$ cat src/rtl/alu_pkg.sv
`default_nettype none
// ============================================================================
// Module      : alu_pkg
// Description : Shared opcode encodings, FSM state encoding and datapath
//               defaults for the ALU execute stage and its decode/control.
// Revision    : 1.0 - initial release
// ============================================================================
package alu_pkg;

    localparam int unsigned c_ALU_WIDTH = 32;
    localparam int unsigned c_OP_W      = 7;

    localparam logic [c_OP_W-1:0] c_OP_ADD  = 7'h00;
    localparam logic [c_OP_W-1:0] c_OP_SUB  = 7'h01;
    localparam logic [c_OP_W-1:0] c_OP_AND  = 7'h02;
    localparam logic [c_OP_W-1:0] c_OP_OR   = 7'h03;
    localparam logic [c_OP_W-1:0] c_OP_XOR  = 7'h04;
    localparam logic [c_OP_W-1:0] c_OP_NOT  = 7'h05;
    localparam logic [c_OP_W-1:0] c_OP_TWOS = 7'h06;
    localparam logic [c_OP_W-1:0] c_OP_SLL  = 7'h07;
    localparam logic [c_OP_W-1:0] c_OP_SRL  = 7'h08;
    localparam logic [c_OP_W-1:0] c_OP_SRA  = 7'h09;
    localparam logic [c_OP_W-1:0] c_OP_COMP = 7'h0A;
    localparam logic [c_OP_W-1:0] c_OP_MUL  = 7'h0B;

    typedef enum logic [2:0] {
        ST_IDLE  = 3'd0,
        ST_EXEC  = 3'd1,
        ST_SHIFT = 3'd2,
        ST_MUL   = 3'd3,
        ST_DONE  = 3'd4
    } alu_state_t;

    function automatic logic is_shift_op(input logic [c_OP_W-1:0] op);
        return (op == c_OP_SLL) || (op == c_OP_SRL) || (op == c_OP_SRA);
    endfunction

endpackage
`default_nettype wire

$ cat src/rtl/alu_mul_serial.sv
`default_nettype none
// ============================================================================
// Module      : alu_mul_serial
// Description : Radix-2 unsigned shift-add multiplier, one iteration per step.
// Revision    : 1.0 - initial release
// ============================================================================
module alu_mul_serial #(
    parameter int WIDTH     = 32,
    parameter int MUL_STEPS = 32
) (
    input  logic               clk,
    input  logic               rst,
    input  logic               start,
    input  logic               step,
    input  logic [WIDTH-1:0]   multiplicand,
    input  logic [WIDTH-1:0]   multiplier,
    output logic               done,
    output logic [2*WIDTH-1:0] product
);

    localparam int c_CNT_W = $clog2(MUL_STEPS + 1);

    logic [WIDTH-1:0]   r_mcand;
    logic [2*WIDTH-1:0] r_prod;
    logic [c_CNT_W-1:0] r_cnt;
    logic [WIDTH:0]     w_sum;
    logic [2*WIDTH-1:0] w_prod_step;

    // Upper half accumulates; lower half starts as the multiplier and drains out.
    assign w_sum       = {1'b0, r_prod[2*WIDTH-1:WIDTH]}
                       + (r_prod[0] ? {1'b0, r_mcand} : {(WIDTH+1){1'b0}});
    assign w_prod_step = {w_sum, r_prod[WIDTH-1:1]};

    // Product is presented as the post-step value so the caller can capture it with done.
    assign done    = step && (r_cnt == c_CNT_W'(MUL_STEPS - 1));
    assign product = step ? w_prod_step : r_prod;

    always_ff @(posedge clk) begin
        if (rst) begin
            r_mcand <= '0;
            r_prod  <= '0;
            r_cnt   <= '0;
        end else if (start) begin
            r_mcand <= multiplicand;
            r_prod  <= {{WIDTH{1'b0}}, multiplier};
            r_cnt   <= '0;
        end else if (step) begin
            r_prod  <= w_prod_step;
            r_cnt   <= r_cnt + c_CNT_W'(1);
        end
    end

endmodule
`default_nettype wire

$ cat src/rtl/alu_exec_unit.sv
`default_nettype none
// ============================================================================
// Module      : alu_exec_unit
// Description : Execute stage with start/busy/done handshake; single-cycle
//               logic/arithmetic, bit-serial shifts and serial multiply.
// Revision    : 1.0 - initial release
// ============================================================================
module alu_exec_unit
    import alu_pkg::*;
#(
    parameter int WIDTH     = c_ALU_WIDTH,
    parameter int MUL_STEPS = 32
) (
    input  logic              clk,
    input  logic              rst,
    input  logic              start,
    input  logic [6:0]        aluOp,
    input  logic [WIDTH-1:0]  input1,
    input  logic [WIDTH-1:0]  input2,
    output logic              busy,
    output logic              done,
    output logic [WIDTH-1:0]  result,
    output logic [WIDTH-1:0]  result_hi,
    output logic              zero,
    output logic              sign,
    output logic              carry,
    output logic              overflow,
    output logic              illegal_op
);

    localparam int c_SHAMT_W = $clog2(WIDTH);

    alu_state_t           r_state;
    alu_state_t           w_state_next;
    logic [6:0]           r_op;
    logic [WIDTH-1:0]     r_a;
    logic [WIDTH-1:0]     r_b;
    logic [WIDTH-1:0]     r_shreg;
    logic [c_SHAMT_W-1:0] r_cnt;

    logic [WIDTH-1:0]     r_result;
    logic [WIDTH-1:0]     r_result_hi;
    logic                 r_zero;
    logic                 r_sign;
    logic                 r_carry;
    logic                 r_overflow;
    logic                 r_illegal;

    logic [c_SHAMT_W-1:0] w_amt;
    logic                 w_is_shift;
    logic                 w_accept;
    logic [WIDTH:0]       w_add;
    logic [WIDTH:0]       w_sub;
    logic [WIDTH-1:0]     w_alu_res;
    logic                 w_alu_carry;
    logic                 w_alu_ovf;
    logic                 w_alu_ill;
    logic [WIDTH-1:0]     w_sh_next;
    logic                 w_sh_out;
    logic                 w_mul_start;
    logic                 w_mul_step;
    logic                 w_mul_done;
    logic [2*WIDTH-1:0]   w_mul_prod;

    logic                 w_load;
    logic [WIDTH-1:0]     w_res_d;
    logic [WIDTH-1:0]     w_hi_d;
    logic                 w_carry_d;
    logic                 w_ovf_d;
    logic                 w_ill_d;

    assign w_amt      = r_b[c_SHAMT_W-1:0];
    assign w_is_shift = is_shift_op(r_op);
    assign w_accept   = (r_state == ST_IDLE) && start;
    assign w_add      = {1'b0, r_a} + {1'b0, r_b};
    assign w_sub      = {1'b0, r_a} + {1'b0, ~r_b} + (WIDTH+1)'(1);

    always_comb begin
        w_alu_res   = '0;
        w_alu_carry = 1'b0;
        w_alu_ovf   = 1'b0;
        w_alu_ill   = 1'b0;
        case (r_op)
            c_OP_ADD: begin
                w_alu_res   = w_add[WIDTH-1:0];
                w_alu_carry = w_add[WIDTH];
                w_alu_ovf   = (r_a[WIDTH-1] == r_b[WIDTH-1]) && (w_add[WIDTH-1] != r_a[WIDTH-1]);
            end
            c_OP_SUB: begin
                w_alu_res   = w_sub[WIDTH-1:0];
                w_alu_carry = w_sub[WIDTH];
                w_alu_ovf   = (r_a[WIDTH-1] != r_b[WIDTH-1]) && (w_sub[WIDTH-1] != r_a[WIDTH-1]);
            end
            c_OP_AND:  w_alu_res = r_a & r_b;
            c_OP_OR:   w_alu_res = r_a | r_b;
            c_OP_XOR:  w_alu_res = r_a ^ r_b;
            c_OP_NOT:  w_alu_res = ~r_a;
            c_OP_TWOS: w_alu_res = -r_a;
            c_OP_COMP: w_alu_res = {{(WIDTH-1){1'b0}}, ($signed(r_a) < $signed(r_b))};
            c_OP_SLL, c_OP_SRL, c_OP_SRA, c_OP_MUL: w_alu_res = '0;
            default:   w_alu_ill = 1'b1;
        endcase
    end

    always_comb begin
        w_sh_next = {r_shreg[WIDTH-1], r_shreg[WIDTH-1:1]};
        w_sh_out  = r_shreg[0];
        case (r_op)
            c_OP_SLL: begin
                w_sh_next = {r_shreg[WIDTH-2:0], 1'b0};
                w_sh_out  = r_shreg[WIDTH-1];
            end
            c_OP_SRL: w_sh_next = {1'b0, r_shreg[WIDTH-1:1]};
            default:  ;
        endcase
    end

    assign w_mul_start = (r_state == ST_EXEC) && (r_op == c_OP_MUL);
    assign w_mul_step  = (r_state == ST_MUL);

    alu_mul_serial #(
        .WIDTH     (WIDTH),
        .MUL_STEPS (MUL_STEPS)
    ) u_mul (
        .clk          (clk),
        .rst          (rst),
        .start        (w_mul_start),
        .step         (w_mul_step),
        .multiplicand (r_a),
        .multiplier   (r_b),
        .done         (w_mul_done),
        .product      (w_mul_prod)
    );

    always_comb begin
        w_state_next = r_state;
        case (r_state)
            ST_IDLE:  if (start) w_state_next = ST_EXEC;
            ST_EXEC: begin
                if (r_op == c_OP_MUL)                 w_state_next = ST_MUL;
                else if (w_is_shift && (w_amt != '0)) w_state_next = ST_SHIFT;
                else                                  w_state_next = ST_DONE;
            end
            ST_SHIFT: if (r_cnt == c_SHAMT_W'(1)) w_state_next = ST_DONE;
            ST_MUL:   if (w_mul_done) w_state_next = ST_DONE;
            ST_DONE:  w_state_next = ST_IDLE;
            default:  w_state_next = ST_IDLE;
        endcase
    end

    // Visible outputs are only loaded on the transition into DONE.
    always_comb begin
        w_load    = 1'b0;
        w_res_d   = '0;
        w_hi_d    = '0;
        w_carry_d = 1'b0;
        w_ovf_d   = 1'b0;
        w_ill_d   = 1'b0;
        case (r_state)
            ST_EXEC: begin
                if (w_is_shift && (w_amt == '0)) begin
                    w_load  = 1'b1;
                    w_res_d = r_a;
                end else if (!w_is_shift && (r_op != c_OP_MUL)) begin
                    w_load    = 1'b1;
                    w_res_d   = w_alu_res;
                    w_carry_d = w_alu_carry;
                    w_ovf_d   = w_alu_ovf;
                    w_ill_d   = w_alu_ill;
                end
            end
            ST_SHIFT: begin
                if (r_cnt == c_SHAMT_W'(1)) begin
                    w_load    = 1'b1;
                    w_res_d   = w_sh_next;
                    w_carry_d = w_sh_out;
                end
            end
            ST_MUL: begin
                if (w_mul_done) begin
                    w_load  = 1'b1;
                    w_res_d = w_mul_prod[WIDTH-1:0];
                    w_hi_d  = w_mul_prod[2*WIDTH-1:WIDTH];
                end
            end
            default: ;
        endcase
    end

    always_ff @(posedge clk) begin
        if (rst) r_state <= ST_IDLE;
        else     r_state <= w_state_next;
    end

    always_ff @(posedge clk) begin
        if (rst) begin
            r_op        <= '0;
            r_a         <= '0;
            r_b         <= '0;
            r_shreg     <= '0;
            r_cnt       <= '0;
            r_result    <= '0;
            r_result_hi <= '0;
            r_zero      <= 1'b0;
            r_sign      <= 1'b0;
            r_carry     <= 1'b0;
            r_overflow  <= 1'b0;
            r_illegal   <= 1'b0;
        end else begin
            if (w_accept) begin
                r_op      <= aluOp;
                r_a       <= input1;
                r_b       <= input2;
                r_illegal <= 1'b0;
            end
            if (r_state == ST_EXEC) begin
                r_shreg <= r_a;
                r_cnt   <= w_amt;
            end else if (r_state == ST_SHIFT) begin
                r_shreg <= w_sh_next;
                r_cnt   <= r_cnt - c_SHAMT_W'(1);
            end
            if (w_load) begin
                r_result    <= w_res_d;
                r_result_hi <= w_hi_d;
                r_zero      <= (w_res_d == '0);
                r_sign      <= w_res_d[WIDTH-1];
                r_carry     <= w_carry_d;
                r_overflow  <= w_ovf_d;
                r_illegal   <= w_ill_d;
            end
        end
    end

    assign busy       = (r_state != ST_IDLE);
    assign done       = (r_state == ST_DONE);
    assign result     = r_result;
    assign result_hi  = r_result_hi;
    assign zero       = r_zero;
    assign sign       = r_sign;
    assign carry      = r_carry;
    assign overflow   = r_overflow;
    assign illegal_op = r_illegal;

endmodule
`default_nettype wire

$ cat config.mk
export PLATFORM = sky130hd
export DESIGN_NAME = alu_exec_unit
export DESIGN_NICKNAME = d
export VERILOG_FILES = /design/src/rtl/alu_pkg.sv /design/src/rtl/alu_mul_serial.sv /design/src/rtl/alu_exec_unit.sv
export SDC_FILE = /design/constraint.sdc
export NUM_CORES = 1
export LEC_CHECK = 0
export CAP_MARGIN = 20
export CORE_MARGIN = 4
export CORE_UTILIZATION = 50
export CTS_CLUSTER_DIAMETER = 60
export DETAILED_ROUTE_END_ITERATION = 10
export HOLD_SLACK_MARGIN = 0.02
export PLACE_DENSITY_LB_ADDON = 0.05
export SETUP_SLACK_MARGIN = 0.02
export SYNTH_ARGS = -nofsm -noshare
export SYNTH_HDL_FRONTEND = slang
export SYNTH_SLANG_ARGS = --single-unit
$ cat constraint.sdc
create_clock -name clk -period 5.25 [get_ports clk]
set_input_delay 1.05 -clock clk [delete_from_list [all_inputs] [get_ports clk]]
set_output_delay 1.05 -clock clk [all_outputs]
set_load 0.01 [all_outputs]
Word level (Yosys, flattened, before mapping)
Index checks and enable logic that the tools add are counted.
Word-level totals
  output and inout bits: 71
  RAM bits: 0
  memories kept: 0
  input port bits: 74
  register bits after elaboration: 282
  memory bits (read-only): 0
  latch bits: 0
Operators by class
  shifts and indexed selects: 0
  add/sub/neg operators: 7
  equal/unequal tests: 25
  div/mod/pow operators: 0
  multipliers: 0
  reduce and logical (&&, ||, !) cells: 23
  order comparisons: 1
  multiplexer cells: 43
  bitwise gates (word level): 5
Operators by type and width (count)
  $mux W32: 11
  $pmux W32 S8: 1
  $add A32 B32 Y33: 3
  $pmux W32 S3: 1
  $not A32 Y32: 2
  $pmux W32 S2: 1
  $add A33 B1 Y33 const B: 1
  $and A32 B32 Y32: 1
  $logic_not A32 Y1: 1
  $lt A32 B32 Y1: 1
  $neg A32 Y32: 1
  $or A32 B32 Y32: 1
  $xor A32 B32 Y32: 1
  $eq A7 B3 Y1 const B: 4
  $eq A7 B4 Y1 const B: 4
  $mux W1: 17
  $mux W3: 5
  $eq A7 B2 Y1 const B: 2
  $pmux W3 S4: 1
  $reduce_or A12 Y1: 1
  $mux W5: 2
  $logic_and A1 B1 Y1: 8
  $eq A7 B1 Y1 const B: 1
  $logic_not A7 Y1: 1
  22 further kinds: 32

Logic depth before layout (Yosys ltp)
Gate-level depths: netlist (run 1).
  depth after elaboration: 9
  depth in mapped cells: 17
  gate-level depth less buffers: 15

By module
From an unflattened synthesis (run 1), not the netlist that was laid out.
Unflattened totals
  cell total of the unflattened synthesis: 2799
  area total of the unflattened synthesis: 21067.7 µm²
Modules (own cells, without submodules)
  alu_exec_unit: sequential area each 3583.4 µm², times used 1, cells an instance 2034, area each 14677.8 µm²
  alu_mul_serial: sequential area each 2042.0 µm², times used 1, cells an instance 765, area each 6389.9 µm²

Worst setup path after synthesis (run 1)
OpenSTA, ideal clock, no wires.
  kind: flip-flop to flip-flop
  start point: register r_a[6]
  end point: register r_zero (netlist: zero)
  stages on the path, launching flop included: 17
  setup slack: 1.490 ns
  arrival time: 3.701 ns
  library setup time: 0.058 ns
  path through: dfxtp_1 -> clkbuf_1 -> inv_1 -> ha_1 -> buf_2 -> a2111oi_0 -> o21ai_1 -> a41oi_1 -> o32ai_1 -> nand2_1 -> o2111a_1 -> o21ai_0 -> or4_1 -> or4_1 -> nor4_1 -> nand2_1 -> nand2_1
Between the ends
  word-level cells in the longest chain between the ends: 7
  elaborated cells between the ends (all ways): 14
  those cells by class: add/sub: 4; order compare: 1; mux: 4; bitwise: 4; reduce/logical: 1
RTL lines
  start: declaration: RTL line alu_exec_unit.sv:36  | logic [WIDTH-1:0] r_a;
  start signal: assignment: RTL line alu_exec_unit.sv:212  | r_a <= input1;
  $add A32 B32 Y33: RTL line alu_exec_unit.sv:76  | assign w_sub = {1'b0, r_a} + {1'b0, ~r_b} + (WIDTH+1)'(1);
  $add A33 B1 Y33: RTL line alu_exec_unit.sv:76
  $pmux W32 S8: RTL line alu_exec_unit.sv:83  | case (r_op)
  $mux W32: RTL line alu_exec_unit.sv:164  | end else if (!w_is_shift && (r_op != c_OP_MUL)) begin
  $mux W32 *: RTL line alu_exec_unit.sv:161  | if (w_is_shift && (w_amt == '0)) begin
  $pmux W32 S3 *: RTL line alu_exec_unit.sv:159  | case (r_state)
  $logic_not A32 Y1 *: RTL line alu_exec_unit.sv:226  | r_zero <= (w_res_d == '0);
  end signal: assignment: RTL line alu_exec_unit.sv:226
  end: declaration: RTL line alu_exec_unit.sv:43  | logic r_zero;
Every way passes the cells marked *; elsewhere a longest branch is shown, timed or not.
A chain may end at the register's enable or synchronous reset.

Worst setup path after layout (run 1)
  start point: register r_a[1]
  end point: register r_zero (netlist: zero)
The elaborated chain is that of the path after synthesis.

==> results of run 1 <==
==> registers in the layout (all words and copies together) (netlist names) <==
name and count:
r_cnt 5, illegal_op 1, result 32, zero 1, r_b 32, r_op 7, r_shreg 32, r_a 32
u_mul.r_cnt 6, result_hi 32, u_mul.r_prod 64, carry 1, r_state 3, overflow 1, u_mul.r_mcand 32
==> stage by stage <==
| step | cell area, um2 | util, % | std cells |
|---|---|---|---|
| global placement | 22100 | 56.6 | 3293 |
| detailed placement | 22100 | 56.6 | 3293 |
| CTS | 23300 | 59.6 | 3356 |
| floorplan | 19900 | - | 2730 |
| global route | 23300 | 59.6 | 3356 |
| finish | 23300 | 59.6 | 3356 |
==> Yosys cell counts, types with 10 or more instances <==
| cell | count |
|---|---|
| buf_1 | 19 |
| o21a_1 | 14 |
| xnor2_1 | 58 |
| nor2b_1 | 21 |
| o221ai_1 | 12 |
| nand2_1 | 475 |
| a21o_1 | 33 |
| a311oi_1 | 15 |
| o31ai_1 | 14 |
| ha_1 | 141 |
| o211ai_1 | 23 |
| inv_1 | 110 |
| nor3_1 | 62 |
| nor4_1 | 24 |
| a31oi_1 | 29 |
| nor2_1 | 245 |
| a211oi_1 | 33 |
| a22o_1 | 14 |
| or4_1 | 10 |
| a221o_1 | 14 |
| nand4_1 | 28 |
| o21ai_0 | 91 |
| o22ai_1 | 17 |
| a21oi_1 | 320 |
| xor2_1 | 13 |
| nand2b_1 | 23 |
| dfxtp_1 | 281 |
| nand3_1 | 34 |
| or2_2 | 13 |
| a22oi_1 | 60 |
| buf_2 | 14 |
| and3_1 | 12 |
| a221oi_1 | 59 |
| mux2_2 | 10 |
| and2_1 | 40 |
| or3_1 | 18 |
| mux2i_1 | 34 |
| clkbuf_1 | 169 |
==> metal layers <==
| layer | wire, um | part of all wire, % |
|---|---|---|
| met3 | 10700 | 12 |
| met4 | 4780 | 5.4 |
| met2 | 37900 | 43 |
| met1 | 35300 | 40 |
| met5 | 8 | 0.0090 |
==> cell families after synthesis <==
| family | share of synthesized area [%] |
|---|---|
| and+or+nand+nor | 23.5 |
| AOI/OAI and AO/OA | 27.5 |
| buffers and inverters | 6.13 |
| DFF | 28.2 |
| adders and majority gates | 9.16 |
| xor gates and xnor gates | 3.12 |
| muxes | 2.39 |
==> area by class of cell <==
type / instances / area, um2 / area share, %
well taps: 518 / 648 / 2.79
multi-input cells: 2132 / 13200 / 56.6
inverters: 112 / 420 / 1.81
flip-flops and latches: 281 / 5630 / 24.2
repair buffers: 250 / 2250 / 9.68
clock inverters: 14 / 125 / 0.538
clock buffers: 49 / 1030 / 4.43
==> cells in the final DEF (no fill, tap or decap), types with 15 or more instances in the layout <==
cell type,instances
a211oi_1,32
a21o_1,33
a21oi_1,320
a221oi_1,59
a22oi_1,60
a311oi_1,15
a31oi_1,29
and2_1,39
buf_4,105
clkbuf_16,36
clkdlybuf4s50_1,143
dfxtp_1,281
ha_1,141
inv_1,110
mux2i_1,34
nand2_1,474
nand2b_1,23
nand3_1,34
nand4_1,28
nor2_1,242
nor2b_1,21
nor3_1,60
nor4_1,21
o211ai_1,23
o21ai_0,91
o22ai_1,17
or3_1,17
xnor2_1,58
==> where the power goes <==
| group | internal, mW | total, mW | switching, mW |
|---|---|---|---|
| logic | 0.543 | 1.62 | 1.08 |
| registers | 2.19 | 2.28 | 0.0891 |
| clock network | 1.43 | 2.46 | 1.03 |
==> worst paths after layout <==
kind	from	endpoint	slack, ns
max	r_a[1]$_SDFFE_PP0P_	zero$_SDFFE_PP0P_	0.54
min reg2reg	result[17]$_SDFFE_PP0P_	result[17]$_SDFFE_PP0P_	0.45
max reg2reg	r_a[1]$_SDFFE_PP0P_	zero$_SDFFE_PP0P_	0.54
min	result[17]$_SDFFE_PP0P_	result[17]$_SDFFE_PP0P_	0.45
==> critical path, delay by kind of cell, from the launching register on <==
kind	cells	cell delay, ns
buf+inv	1	0.20
fa+ha+maj	1	0.36
simple gates	6	1.80
flops	1	0.53
compound gates	6	1.75
==> results.toml, run 1 <==
[run_status]
status = "finished, final reports clean"

[die]
die-area_um2 = 43100
die_h_um = 208
io_pins = 145
die_x_um = 208
floorplan.initialDensity_pct = 51.1
core_um2 = 39000
rows = 72

[yosys]
post_synth.cell_area_avg_um2 = 7.30
synth_edf_count = 0
yosys_most_used_dff = "dfxtp_1"
yosys.cell_types.count = 86
synthesis.nets = 2948
synth-seq-cells = 281
async_reset_ff_share_pct = 0
ys_warn_count = 0
netlist_top_cells_area = "dfxtp_1 (28%), nand2_1 (8.9%), ha_1 (8.9%), a21oi_1 (8.0%), nor2_1 (4.6%)"
synth.top_cell.area_share_pct = 28.2
netlist_area_um2 = 19900
yosysTopAreaCell = "dfxtp_1"
ys_seq_area_share_pct = 28.2
synthCells = 2730

[place]
dp_worst_setup_slack_ns = 0.628
io_buffers = 144
place_congestion = 1.07
detailed_place_hpwl_um = 66000

[power_and_ir_drop]
vdd_drop_max_mv = 0.239
powerDensity_nw_per_um2 = 273
cellLeakagePower_nw = 8.96
power_mw = 6.35

[clock_network]
cts_setup_buffers = 0
cts_max_level = 2
clock_path_buffers = 3
numCtsBuffers = 36
cts.hold.buffers_added = 0
clk_latency_ns = 0.58
cts_resized = 0
clock-sinks = 281
cts_tree = "done"
clk_pin_slew_ns = 0.06
clock-root-buffer = "clkbuf_16"

[critical_path]
worstPathArrival_ns = 5.22
critPathKind = "reg -> reg"
worstPathRequired_ns = 5.76
max_stage_delay_ns = 0.63
ff2ff_path_depth = 14
crit_top_cell = "nand2_1"
crit_path_cell_trace = "inv_1 > ha_1 > a211oi_1 > o21ai_1 > a41oi_1 > o32ai_1 > nand2_1 > o2111a_1 > o21ai_0 > or4_1 > or4_1 > nor4_1 > nand2_1 > nand2_1"
critPathSlowestCell = "or4_1"
crit_fanout = 10
start_kind = "register"
cp-end-kind = "register"

[finish]
syn2layout_area_growth_pct = 16.7
drive_above_1_share_pct = 7.82
diodes = 0
fill_cells = 3606
fin_nets = 3031

[run]
maxCapViolCount = 0

[global_routing]
grt_pass1_vias = 20684
use_met3_pct = 8.42
top_usage_layer = "met2"
grt_pass1_wl_um = 132000
track_usage_pct = 38.9
met1_usage_pct = 53.0
grt_max_degree = 182
antenna_found_initial = 2
grtUsageMet2_pct = 59.4
grt_overflow = 0

[worst_hold_path]
holdPathStages = 2
hp-class = "reg -> reg"

[timing]
fin_setup_tns_ns = 0
slew_headroom_pct = 21.8
rsz0062_at_grt = "false"
fin_crit_sh_pct = 89.6
setup_viol = 0
min_period_ns = 4.71
fmax_mhz = 213
drv_slew = 0
layout_setup_ws_ns = 0.544
clock_skew_ns = 0.0189
tightest_slew_ns = 1.16
finalHoldViolCount = 0
holdWs_ns = 0.453

[route]
finalWirelength_um = 88600
drc = 0
first_pass_iters = 8
drt_iter0_markers = 3661
route.vias.total = 22302
vias_per_cell = 6.65
ant_nets = 0
routedWlPerCell_um = 26.4
No activity file was read; power rests on OpenSTA's default activity.
==> run 2: changes to the inputs <==
Settings changed: ABC_CLOCK_PERIOD_IN_PS set to 4750.
Clock period 5.25 ns to 4.75 ns, I/O delays scaled along.
==> run 2 against run 1 <==
Net effect:
- cell count is 1.5% higher
- register-to-register slack worse by 0.34 ns
- sequential power is 10% higher
- first-iteration DRC count is 18% lower
- worst setup slack worse by 0.34 ns
- die area stayed put
- sequential cell count stayed put
- sequential share of layout area is 0.53 points lower
==> results.toml, run 2 (synthesis results as in run 1) <==
[run]
maxCapViolCount = 0

[finish]
drive_above_1_share_pct = 9.59
fill_cells = 3520
largest_reg_flops = 64
diodes = 0
syn2layout_area_growth_pct = 19.3
fin_nets = 3077
regMostFlops = "u_mul.r_prod"
final_cell_mix = "nand2_1 (474), a21oi_1 (320), dfxtp_1 (280)"
stdcell_count = 3406
final_common_cell = "nand2_1"

[clock_network]
clock-root-buffer = "clkbuf_16"
clock-sinks = 281
clock_path_buffers = 3
cts.hold.buffers_added = 0
numCtsBuffers = 38
clk_pin_slew_ns = 0.06
clk_latency_ns = 0.58
cts_tree = "done"
cts_max_level = 2

[global_routing]
antenna_found_initial = 0
grt_max_degree = 99
track_usage_pct = 39.4
grt_pass1_wl_um = 134000
grt_overflow = 0
grt_pass1_vias = 21376

[place]
detailed_place_hpwl_um = 66700
io_buffers = 144
place_congestion = 1.09
dp_worst_setup_slack_ns = 0.178
dp.cells = 3337

[critical_path]
critPathSlowestCell = "dfxtp_1"
cp-end-kind = "register"
worstPathArrival_ns = 5.07
worstPathRequired_ns = 5.27
critPathTopFamily = "simple AND/OR/NAND/NOR gates"
crit_path_cell_trace = "inv_1 > ha_1 > or2_2 > or2_2 > a31oi_1 > a2111oi_0 > buf_4 > nor3_1 > a2111oi_0 > nor4_1 > a211o_1 > nand4_1 > nor4_1 > nand2_1 > nand2_1"
cp_num_buf_inv = 2
start_kind = "register"
crit_fanout = 14
cp.depth = 15
ff2ff_path_depth = 15
critPathKind = "reg -> reg"
max_stage_delay_ns = 0.64

[worst_hold_path]
hp-class = "reg -> reg"
holdPathStages = 2

[route]
wl_met3_um = 10300
drc = 0
first_pass_iters = 7
route.vias.total = 22390
ant_nets = 0
met2WireLength_um = 38400
vias_per_cell = 6.57
top_layer_used = "met4"
drt_iter0_markers = 2987
met1Wirelength_um = 35400
routedWlPerCell_um = 26.3
finalWirelength_um = 89600

[die]
die-area_um2 = 43100
rows = 72
die_h_um = 208
die_x_um = 208
floorplan.initialDensity_pct = 51.1
core_um2 = 39000
io_pins = 145

[timing]
drv_slew = 0
finalHoldViolCount = 0
fin_crit_sh_pct = 95.8
tightest_slew_ns = 1.23
layout_setup_ws_ns = 0.201
rsz0062_at_grt = "true"
fmax_mhz = 220
min_period_ns = 4.55
slew_headroom_pct = 17.5
clock_skew_ns = 0.0276
fin_setup_tns_ns = 0
setup_viol = 0

[power_and_ir_drop]
p_seq_share_pct = 33.7
pwr-share-comb_pct = 24.9
p_sw_mw = 2.52
p_clk_share_pct = 41.4
vdd_drop_max_mv = 0.255
p_int_mw = 4.91
cellLeakagePower_nw = 9.26
powerDensity_nw_per_um2 = 313
swShare_pct = 33.9

[run_status]
status = "finished, final reports clean"
## run 2: changes by cell type in the layout (fill, tap and decap cells not counted), sizes merged
cell and change:
buf +44, inv +4, clkinv -3, bufinv +2, clkbuf +2, clkinvlp +1
## run 2: layer usage
metal  track usage, %  vias to the layer above
li1                 -                    10012
met1             52.6                    10578
met2             59.5                     1447
met3             9.58                      353
met4             20.4                        0
met5                0                        -
## run 2: metrics by stage
step | util [%] | hold WS [ns] | area [um2] | power [mW]
after floorplan | - | 0.432 | 19900 | 3.57
after global placement | 57.4 | 0.443 | 22400 | 4.31
after detailed placement | 57.5 | 0.447 | 22400 | 4.31
after CTS | 60.9 | 0.455 | 23800 | 7.35
after global routing | 60.9 | 0.466 | 23800 | 7.63
final | 60.9 | 0.452 | 23800 | 7.43
## run 2: worst reg2reg max path, delay by kind of cell, from the launching register on
| kind | cells | cell delay, ns |
|---|---|---|
| fa+ha+maj | 1 | 0.55 |
| buf+inv | 2 | 0.30 |
| flops | 1 | 0.64 |
| compound gates | 4 | 0.95 |
| simple gates | 8 | 2.07 |
## run 2: layout make-up
class                      instances  area [um2]  area share, %
sequential                       281        5630           23.7
clock buffer                      51        1130           4.76
tap                              518         648           2.73
timing repair buffer             294        2580           10.8
inverter                         112         420           1.77
multi-input combinational       2132       13200           55.3
clock inverter                    18         215          0.905
## run 2: path summary, 6_finish.rpt
kind                                   from                              to  slack (ns)
max reg2reg            r_a[15]$_SDFFE_PP0P_               zero$_SDFFE_PP0P_        0.20
min          u_mul.r_mcand[14]$_SDFFE_PP0P_  u_mul.r_mcand[14]$_SDFFE_PP0P_        0.45
min reg2reg  u_mul.r_mcand[14]$_SDFFE_PP0P_  u_mul.r_mcand[14]$_SDFFE_PP0P_        0.45
max                    r_a[15]$_SDFFE_PP0P_               zero$_SDFFE_PP0P_        0.20
## run 2: power by group through the flow
stage | logic, mW | clock network [mW] | registers (mW)
final | 1.85 | 3.08 | 2.51
after global routing | 1.94 | 3.18 | 2.51
after CTS | 1.77 | 3.08 | 2.50
after detailed placement | 1.76 | 0 | 2.55
after global placement | 1.76 | 0 | 2.55
after floorplan | 1.04 | 0 | 2.52
## run 2: timing repair
action / 4_1_cts / 5_1_grt
buffers inserted: 0 / 0
setup endpoints to repair: 0 / 2
resized for setup: 0 / 2
